[src/rtl/antirrebote_defs.sv]
// Shared definitions for the input-conditioning blocks: the 2-bit qualifier state
// encoding and how a state maps onto the debounced level.
package antirrebote_defs;

    localparam int SYNC_ETAPAS = 2;

    // Bit 1 of the encoding is the accepted level, so the output decode is a single wire.
    typedef enum logic [1:0] {
        BAJO        = 2'b00,
        ESPERA_ALTO = 2'b01,
        ALTO        = 2'b11,
        ESPERA_BAJO = 2'b10
    } estado_e;

    function automatic logic nivel_de(input estado_e estado);
        return estado[1];
    endfunction

endpackage

[src/rtl/antirrebote_canal.sv]
// One debounce channel: 2-flop synchronizer, qualification FSM with stability
// counter, and a rising-edge pulse aligned with the first cycle of level 1.
module antirrebote_canal
    import antirrebote_defs::*;
#(
    parameter int N_ESTABLE = 1000000,
    parameter int CNT_W     = 20
) (
    input  logic clk,
    input  logic rst_i,
    input  logic btn_i,
    output logic nivel_o,
    output logic sube_o
);

    localparam logic [CNT_W-1:0] CNT_FIN = CNT_W'(N_ESTABLE - 1);

    logic [SYNC_ETAPAS-1:0] sync_q;
    estado_e                estado_q, estado_d;
    logic [CNT_W-1:0]       cnt_q, cnt_d;
    logic                   sube_q, sube_d;
    logic                   s;

    assign s = sync_q[SYNC_ETAPAS-1];

    always_ff @(posedge clk) begin
        if (rst_i) begin
            sync_q   <= '0;
            estado_q <= BAJO;
            cnt_q    <= '0;
            sube_q   <= 1'b0;
        end else begin
            sync_q   <= {sync_q[SYNC_ETAPAS-2:0], btn_i};
            estado_q <= estado_d;
            cnt_q    <= cnt_d;
            sube_q   <= sube_d;
        end
    end

    always_comb begin
        estado_d = estado_q;
        cnt_d    = cnt_q;
        case (estado_q)
            BAJO: begin
                if (s) begin
                    estado_d = ESPERA_ALTO;
                    cnt_d    = '0;
                end
            end
            ESPERA_ALTO: begin
                if (!s) begin
                    estado_d = BAJO;
                    cnt_d    = '0;
                end else if (cnt_q == CNT_FIN) begin
                    estado_d = ALTO;
                    cnt_d    = '0;
                end else begin
                    cnt_d = cnt_q + CNT_W'(1);
                end
            end
            ALTO: begin
                if (!s) begin
                    estado_d = ESPERA_BAJO;
                    cnt_d    = '0;
                end
            end
            ESPERA_BAJO: begin
                if (s) begin
                    estado_d = ALTO;
                    cnt_d    = '0;
                end else if (cnt_q == CNT_FIN) begin
                    estado_d = BAJO;
                    cnt_d    = '0;
                end else begin
                    cnt_d = cnt_q + CNT_W'(1);
                end
            end
            default: begin
                estado_d = BAJO;
                cnt_d    = '0;
            end
        endcase
    end

    // Registered alongside the state so the pulse lands on the first cycle the level reads 1.
    assign sube_d = (estado_q == ESPERA_ALTO) && (estado_d == ALTO);

    assign nivel_o = nivel_de(estado_q);
    assign sube_o  = sube_q;

endmodule

[src/rtl/antirrebote.sv]
// Two independent debounce channels for push-buttons A and B; the levels feed a
// downstream AND stage and each channel flags its own 0->1 transition.
module antirrebote #(
    parameter int N_ESTABLE = 1000000,
    parameter int CNT_W     = 20
) (
    input  logic clk,
    input  logic rst,
    input  logic btn_a,
    input  logic btn_b,
    output logic a,
    output logic b,
    output logic a_sube,
    output logic b_sube
);

    antirrebote_canal #(
        .N_ESTABLE (N_ESTABLE),
        .CNT_W     (CNT_W)
    ) u_canal_a (
        .clk     (clk),
        .rst_i   (rst),
        .btn_i   (btn_a),
        .nivel_o (a),
        .sube_o  (a_sube)
    );

    antirrebote_canal #(
        .N_ESTABLE (N_ESTABLE),
        .CNT_W     (CNT_W)
    ) u_canal_b (
        .clk     (clk),
        .rst_i   (rst),
        .btn_i   (btn_b),
        .nivel_o (b),
        .sube_o  (b_sube)
    );

endmodule

[config.mk]
export PLATFORM = sky130hd
export DESIGN_NAME = antirrebote
export DESIGN_NICKNAME = d
export VERILOG_FILES = /design/src/rtl/antirrebote_defs.sv /design/src/rtl/antirrebote_canal.sv /design/src/rtl/antirrebote.sv
export SDC_FILE = /design/constraint.sdc
export NUM_CORES = 1
export LEC_CHECK = 0
export ABC_CLOCK_PERIOD_IN_PS = 2830
export CAP_MARGIN = 20
export CORE_ASPECT_RATIO = 1.25
export CORE_MARGIN = 4
export CORE_UTILIZATION = 59
export CTS_CLUSTER_DIAMETER = 40
export DETAILED_ROUTE_END_ITERATION = 8
export GPL_TIMING_DRIVEN = 0
export HOLD_SLACK_MARGIN = 0.05
export PLACE_DENSITY = 0.77
export SLEW_MARGIN = 40
export SYNTH_ARGS = -nofsm -noshare
export SYNTH_HDL_FRONTEND = slang
export SYNTH_SLANG_ARGS = --single-unit
[constraint.sdc]
create_clock -name clk -period 2.83 [get_ports clk]
set_input_delay 0.566 -clock clk [delete_from_list [all_inputs] [get_ports clk]]
set_output_delay 0.566 -clock clk [all_outputs]
set_load 0.01 [all_outputs]
== Yosys cells after proc, flatten, opt, wreduce, memory -nomap -nowiden ==
Cells that the tools add are included.

* Register bits after elaboration: 50
* Bits in latches: 0
* Memory bits (writable): 0
* ROM bits: 0
* Bits of input ports: 4
* Output and inout port bits: 4
* Logic and storage cells: 56
* Memories kept: 0

* $add $sub $neg: 2
* $mul: 0
* Div/mod/pow operators: 0
* Order comparisons: 0
* Eq/ne operators: 14
* Shifts and indexed selects: 0
* Mux-type cells: 26
* Bitwise gates (word level): 0
* Reductions and logical operators: 6

{| class="wikitable"
|+ Operator list
! kind !! count
|-
| 20-bit two-way mux || 10
|-
| 20-bit one-hot mux with 4 select lines || 2
|-
| 20-bit by 1-bit adder with 20-bit output, second input constant || 2
|-
| 20-bit == test, second input constant || 2
|-
| 2-bit two-way mux || 12
|-
| 2-bit one-hot mux with 4 select lines || 2
|-
| 2-bit == test, second input constant || 6
|-
| 2-bit by 1-bit == test with 1-bit output, second input constant || 2
|-
| 2-bit logical NOT || 2
|-
| 2-bit by 1-bit inequality test with 1-bit output, second input constant || 2
|-
| 2-bit inequality test, second input constant || 2
|-
| 2-bit AND reduction || 2
|-
| 1-bit logical AND || 2
|}

== Depth between registers and ports, before layout ==
Gate-level depths: netlist of the first run.

* Word-level depth: 6
* Depth in mapped cells: 8
* Mapped depth without buffers: 7

== Cells and area by module ==
Synthesis of the first run repeated with hierarchy kept, for this count alone.

* Cell total of the unflattened synthesis: 300
* Area, all modules: 2567.5 µm²

{| class="wikitable"
|+ Modules (own cells, without submodules)
! module !! times used !! cells each !! area each (µm²) !! seq. area each (µm²)
|-
| antirrebote_canal || 2 || 150 || 1283.7 || 500.5
|}

== Worst setup path before layout of the first run ==
No wires, ideal clock.

* Path type: register to register
* From: register u_canal_b.estado_q[1]
* To: register u_canal_b.cnt_q[18]
* Arrival time: 1.999 ns
* Setup slack: 0.704 ns
* Cell stages (with the launch flop): 8
* Clock period less this slack: 2.126 ns
* Cell sequence: dfxtp_1 inv_1 ha_1 mux2_2 nor4_1 nand4_1 xor2_1 nor2_1

* Word-level cells in the longest chain between the ends: 3
* Elaborated cells between the ends (all ways): 8
* Classes of those cells: 5 x eq/ne; 1 x mux; 2 x reduce/logical

{| class="wikitable"
|+ RTL lines
! what !! line !! source
|-
| start, declared || antirrebote_canal.sv:19 || <nowiki>estado_e estado_q, estado_d;</nowiki>
|-
| start signal, assigned || antirrebote_canal.sv:34 || <nowiki>estado_q <= estado_d;</nowiki>
|-
| 2-bit == test or 2-bit logical NOT (tied branches) || antirrebote_canal.sv:43 || <nowiki>case (estado_q)</nowiki>
|-
| 2-bit inequality test (no line) or 2-bit by 1-bit inequality test with 1-bit output (tied branches) || - ||
|-
| 2-bit AND reduction (no line) || - ||
|-
| end signal, assigned || antirrebote_canal.sv:35 || <nowiki>cnt_q <= cnt_d;</nowiki>
|-
| end, declared || antirrebote_canal.sv:20 || <nowiki>logic [CNT_W-1:0] cnt_q, cnt_d;</nowiki>
|}

Several ways; a longest one is shown, not always the timed one.
A chain may end at the register's enable or synchronous reset.

== Final worst setup path of the first run ==
* From: register u_canal_a.cnt_q[6]
* To: register u_canal_a.cnt_q[9]

* Word-level cells in the longest chain between the ends: 4
* Elaborated cells between the ends (all ways): 6
* Classes of those cells: 1 x add/sub; 1 x eq/ne; 4 x mux

{| class="wikitable"
|+ RTL lines
! what !! line
|-
| start, declared || antirrebote_canal.sv:20
|-
| start signal, assigned || antirrebote_canal.sv:35
|-
| 20-bit by 1-bit adder with 20-bit output or 20-bit == test (tied branches) || -
|-
| 20-bit two-way mux * || antirrebote_canal.sv:54, antirrebote_canal.sv:71
|-
| 20-bit two-way mux (on tied branches) || antirrebote_canal.sv:68, antirrebote_canal.sv:51
|-
| 20-bit one-hot mux with 4 select lines * || antirrebote_canal.sv:43
|}

Mark *: on every way between the ends. The rest lies on a longest branch, timed or not.

==> results of run 1 <==
[Yosys cell counts, drive strengths merged]
cell | n | share of area
a21o | 3 | 0.0088
nor4 | 6 | 0.015
nand2b | 3 | 0.0074
inv | 12 | 0.018
o21a | 1 | 0.0029
o31ai | 1 | 0.0029
a211o | 1 | 0.0034
o211ai | 3 | 0.0088
a311o | 1 | 0.0039
clkbuf | 6 | 0.0088
or4b | 2 | 0.0079
nor2 | 50 | 0.074
xnor2 | 19 | 0.065
nand2 | 25 | 0.037
nand3 | 13 | 0.026
nor2b | 7 | 0.017
ha | 12 | 0.059
dfxtp | 50 | 0.39
or4 | 3 | 0.0088
nor3b | 1 | 0.0029
o21ai | 4 | 0.0079
a31oi | 4 | 0.0098
nor3 | 12 | 0.026
xor2 | 17 | 0.058
o21bai | 1 | 0.0074
mux2 | 2 | 0.0088
a21oi | 10 | 0.020
buf | 1 | 0.0029
nand3b | 3 | 0.0088
and4 | 1 | 0.0034
nand4b | 3 | 0.010
nand4 | 11 | 0.027
o22ai | 1 | 0.0025
a311oi | 1 | 0.0059
or3 | 2 | 0.0069
and2 | 1 | 0.0025
mux2i | 2 | 0.0079
a21boi | 1 | 0.0029
and3 | 5 | 0.012
[cell families (layout without fill, tap and decap cells)]
kind of cell               Yosys count  after routing
AOI/OAI and AO/OA                   32             32
xor gates and xnor gates            36             36
and+or+nand+nor                    148            148
DFF                                 50             50
adders and majority gates           12             12
muxes                                4              4
buffers and inverters               19             34
[worst reg2reg max path, stage by stage, from the launching register on]
cell	delay [ns]
dfxtp_1	0.34
or4_1	0.52
nor3_1	0.63
a21oi_1	0.34
o21bai_4	0.31
buf_4	0.22
nor2_1	0.06
[report_power, final]
group | switching, mW | internal [mW] | total (mW)
combinational | 0.119 | 0.0842 | 0.203
clock | 0.216 | 0.197 | 0.414
sequential | 0.0187 | 0.719 | 0.738
total | 0.354 | 1.00 | 1.35
[per-layer routing]
layer | routed length (um) | vias to the layer above | GRT usage
met3 | 95 | 8 | 0.0451
met4 | 68 | 0 | 0.0528
met1 | 2040 | 942 | 0.217
met5 | 0 | - | 0
li1 | - | 1067 | -
met2 | 2310 | 17 | 0.352
[final timing paths]
kind                                           from                   to  slack (ns)  cells past startpoint
worst min-delay path            u_canal_a.sync_q[0]  u_canal_a.sync_q[1]        0.45                      1
worst min register to register  u_canal_a.sync_q[0]  u_canal_a.sync_q[1]        0.45                      1
worst max-delay path             u_canal_a.cnt_q[6]   u_canal_a.cnt_q[9]        0.31                      6
worst max register to register   u_canal_a.cnt_q[6]   u_canal_a.cnt_q[9]        0.31                      6
[sequential cells by signal, summed over array words and instances (netlist names)]
signal	count
u_canal_a.cnt_q	20
u_canal_a.estado_q	2
u_canal_a.sube_o	1
u_canal_a.sync_q	2
u_canal_b.cnt_q	20
u_canal_b.estado_q	2
u_canal_b.sube_o	1
u_canal_b.sync_q	2
[cell usage in the layout (no fill, tap or decap), types with 5 or more instances in the layout]
master / instances
a21oi_1: 10
and3_1: 5
clkbuf_1: 7
clkbuf_8: 6
clkdlybuf4s50_1: 7
dfxtp_1: 50
ha_1: 12
inv_1: 12
nand2_1: 25
nand3_1: 13
nand4_1: 11
nor2_1: 50
nor2b_1: 7
nor3_1: 10
nor4_1: 5
xnor2_1: 19
xor2_1: 17
[cell type report]
cell class | instances | area, um^2
Clock inverter | 1 | 5.00
Multi-Input combinational cell | 232 | 1480
Sequential cell | 50 | 1000
Buffer | 7 | 30.0
Inverter | 12 | 45.0
Clock buffer | 7 | 86.3
Tap cell | 56 | 70.1
Fill cell | 359 | 1340
Timing Repair Buffer | 7 | 70.1
==> flow_summary.yaml, run 1 <==
run_status:
  outcome: "finished clean"
worst_setup_path:
  end_kind: "flip-flop"
  cp_num_buf_inv: 1
  startpoint_type: "flip-flop"
  path_cells: "or4_1, nor3_1, a21oi_1, o21bai_4, buf_4, nor2_1"
  critPathArrivalTime_ns: 2.72
  critPathKind: "reg2reg"
  path_delay_family: "simple AND/OR/NAND/NOR gates"
  required_ns: 3.02
  worstPathMaxFanout: 10
  cp_slowest_cell: "nor3_1"
  cpPeakStageDelay_ns: 0.63
floorplanning:
  start_util: 0.617
  dieHeight_um: 81.5
  dieWidth_um: 66.8
  rows: 26
  ioPinCount: 8
  dieArea_mm2: 0.00544
  core_area_mm2: 0.00413
sta:
  finalSetupTns_ns: 0
  worstMarginPinSlew_ns: 0.726
  rsz0062_at_grt: "no"
  slew_violations: 0
  slew-limit-headroom: 0.512
  finalHoldViolations: 0
  hold_ws_ns: 0.447
  fin_worst_skew_ns: 0.00547
  min_period_ns: 2.52
  fin_ws_ns: 0.307
  max_freq_mhz: 396
  finalSetupViolCount: 0
  finalCritPeriodShare: 0.891
place:
  place_area_mm2: 0.00270
  dpl_worst_slack_ns: 0.306
  dpl.hpwl_um: 3330
  io_buffers: 7
  dp_cells: 364
  place.gp.congestion: 0.784
synth:
  ys_seq_area_frac: 0.393
  synth_xor_area_frac: 0.124
  yosysWarnings: 0
  ys_ff_latch: 50
  synth_top_family_by_area: "simple AND/OR/NAND/NOR gates"
  synthAdderAreaFrac: 0.0589
  synth_compound_area_frac: 0.0869
  synth_cells: 301
  synth.distinct_cells: 42
  avgSynthCellArea_um2: 8.47
  synth.cell_area_mm2: 0.00255
  synth.area.mux_share: 0.0167
  synth_nets: 317
  synthSimpleGateAreaFrac: 0.292
final_layout:
  n_antenna_cell: 0
  utilization: 0.676
  final_nets: 331
  final_cell_area_mm2: 0.00279
  fin_cells: 372
  drive_above_1_share: 0.0538
  area_growth_pct: 9.52
clock_network:
  postCtsSetupRepairBufs: 0
  ctsResizeCount: 0
  clk_pin_slew_worst_paths_ns: 0.09
  clk_latency_ns: 0.30
  cts-root-buf: "clkbuf_8"
  clock_path_buffers: 2
  cts_num_sinks: 50
  cts_tree: "done"
  numCtsBuffers: 5
  cts-hold-fix-buffers: 0
  htreeDepth: 2
routing:
  ant_nets: 0
  vias_per_cell: 5.47
  wl_um: 4520
  wl_per_cell_um: 12.1
  via_count: 2034
  drc: 0
  drt_iter0_drc: 119
  dr.pass1.iters: 4
hold_path:
  holdCritPathClass: "reg2reg"
pwr:
  powerDensity_mw_per_mm2: 485
  ir_drop_mv: 0.322
  power_leakage_nw: 0.936
  p_total_mw: 1.35
flow_run:
  maxCapViolations: 0
global_routing:
  grtUsageTotal: 0.191
  grt_pass1_vias: 1931
  grt_start_max_net_pins: 15
  overflow: 0
  grt_pass1_wl_um: 8150
  antenna_found_initial: 0
Note: power is estimated with default switching activity, not from simulation.
==> run 2: changes to the inputs <==
- ABC_CLOCK_PERIOD_IN_PS: 2830 -> 2350
- clock period: 2.83 -> 2.35 ns (I/O delays scaled with it)
==> run 2 against run 1 <==
Compared with the run above:
- core utilization up 1.3 points
- sequential share of layout area down 0.68 points
- largest power group unchanged
- setup slack worse by 0.18 ns
- final cell count up 0.54%
- fmax up 13%
- global-route usage up 0.15 points
- via count up 1.1%
- design area up 1.9%
- combinational power up 33%
==> flow_summary.yaml, run 2 (same netlist as run 1, synthesis figures left out) <==
clock_network:
  cts_tree: "done"
  clock_path_buffers: 2
  numCtsBuffers: 5
  clk_latency_ns: 0.30
  htreeDepth: 2
  cts_num_sinks: 50
  cts-root-buf: "clkbuf_8"
  cts-hold-fix-buffers: 0
  clk_pin_slew_worst_paths_ns: 0.08
place:
  place.gp.congestion: 0.784
  dpl_worst_slack_ns: -0.174
  io_buffers: 7
  dpl.hpwl_um: 3330
final_layout:
  fill_cells: 346
  final_nets: 333
  area_growth_pct: 11.6
  final_cell_mix: "50 x nor2_1, 50 x dfxtp_1, 25 x nand2_1"
  multi_input_area_mm2: 0.00152
  drive_above_1_share: 0.0660
  utilization: 0.689
  reg_top3: "u_canal_a.cnt_q: 20 flops, u_canal_b.cnt_q: 20 flops"
  register_area_mm2: 0.00100
  n_antenna_cell: 0
worst_setup_path:
  cp_slowest_cell: "or4b_2"
  startpoint_type: "flip-flop"
  worstPathMaxFanout: 10
  path_delay_family: "simple AND/OR/NAND/NOR gates"
  critPathArrivalTime_ns: 2.42
  required_ns: 2.54
  critPathKind: "reg2reg"
  path_cells: "or4b_2, nor3_4, a21oi_1, o21bai_4, buf_4, nor2_1"
  cpPeakStageDelay_ns: 0.70
  cp_num_buf_inv: 1
  end_kind: "flip-flop"
routing:
  wl_um: 4600
  wl_per_cell_um: 12.3
  drc: 0
  ant_nets: 0
  drt_iter0_drc: 148
  dr.pass1.iters: 4
  vias_per_cell: 5.50
  via_count: 2057
floorplanning:
  start_util: 0.617
  dieArea_mm2: 0.00544
  core_area_mm2: 0.00413
  dieHeight_um: 81.5
  ioPinCount: 8
  rows: 26
  dieWidth_um: 66.8
sta:
  finalSetupViolCount: 0
  finalHoldViolations: 0
  fin_worst_skew_ns: 0.00566
  finalSetupTns_ns: 0
  fin_ws_ns: 0.125
  worstMarginPinSlew_ns: 0.529
  finalCritPeriodShare: 0.947
  slew-limit-headroom: 0.637
  rsz0062_at_grt: "no"
  slew_violations: 0
  hold_ws_ns: 0.447
  max_freq_mhz: 449
  min_period_ns: 2.23
global_routing:
  grtUsageTotal: 0.193
  grt_pass1_wl_um: 8220
  grt_pass1_vias: 1939
  overflow: 0
  antenna_found_initial: 0
  grt_start_max_net_pins: 15
run_status:
  outcome: "finished clean"
pwr:
  ir_drop_mv: 0.386
  powerDensity_mw_per_mm2: 582
  power_leakage_nw: 0.992
hold_path:
  holdCritPathClass: "reg2reg"
flow_run:
  maxCapViolations: 0
[run 2: changes by cell type in the layout (fill, tap and decap cells not counted)]
cell / change
nor4_4: +1
nor3_2: -1
buf_4: +2
mux2i_1: -1
nor4_2: -1
nor3_4: +2
mux2i_4: +1
nor3_1: -1
[run 2: layer usage]
layer  global-route usage  up-vias  part of all wire
met5                    0        -                 0
met4               0.0589        0             0.016
met3               0.0410        8             0.018
met2                0.355       12              0.51
met1                0.219      966              0.45
li1                     -     1071                 -
[run 2: worst reg2reg max path: stages, from the launching register on]
cell and delay, ns:
dfxtp_1 0.37, or4b_2 0.70, nor3_4 0.31, a21oi_1 0.24, o21bai_4 0.24, buf_4 0.20, nor2_1 0.06
[run 2: final cells by class]
type | instances | share of cell area
clock buffer | 7 | 0.0303
tap | 56 | 0.0246
buffer | 7 | 0.0106
clock inverter | 1 | 0.00176
sequential | 50 | 0.352
multi-input combinational | 232 | 0.535
inverter | 12 | 0.0158
timing repair buffer | 9 | 0.0299
[run 2: through the flow]
step | std cells | power [mW] | area [um^2]
floorplan | 301 | 1.09 | 2550
global placement | 364 | 1.15 | 2690
detailed placement | 364 | 1.15 | 2700
CTS | 372 | 1.65 | 2800
global route | 374 | 1.75 | 2850
finish | 374 | 1.65 | 2850
[run 2: final timing paths]
check,depth (start not counted),slack (ns),endpoint,from
worst max-delay path,6,0.12,u_canal_a.cnt_q[9],u_canal_a.cnt_q[11]
worst min-delay path,1,0.45,u_canal_a.sync_q[1],u_canal_a.sync_q[0]
worst min register to register,1,0.45,u_canal_a.sync_q[1],u_canal_a.sync_q[0]
worst max register to register,6,0.12,u_canal_a.cnt_q[9],u_canal_a.cnt_q[11]
[run 2: report_power, final]
| group | internal, mW | switching (mW) |
|---|---|---|
| sequential | 0.866 | 0.0221 |
| clock | 0.238 | 0.259 |
| combinational | 0.118 | 0.153 |
[run 2: repair_timing]
item                       in CTS  in global routing
resized for setup               3                  4
setup endpoints to repair      23                 16
buffers inserted                0                  2
pin swaps                       0                  1
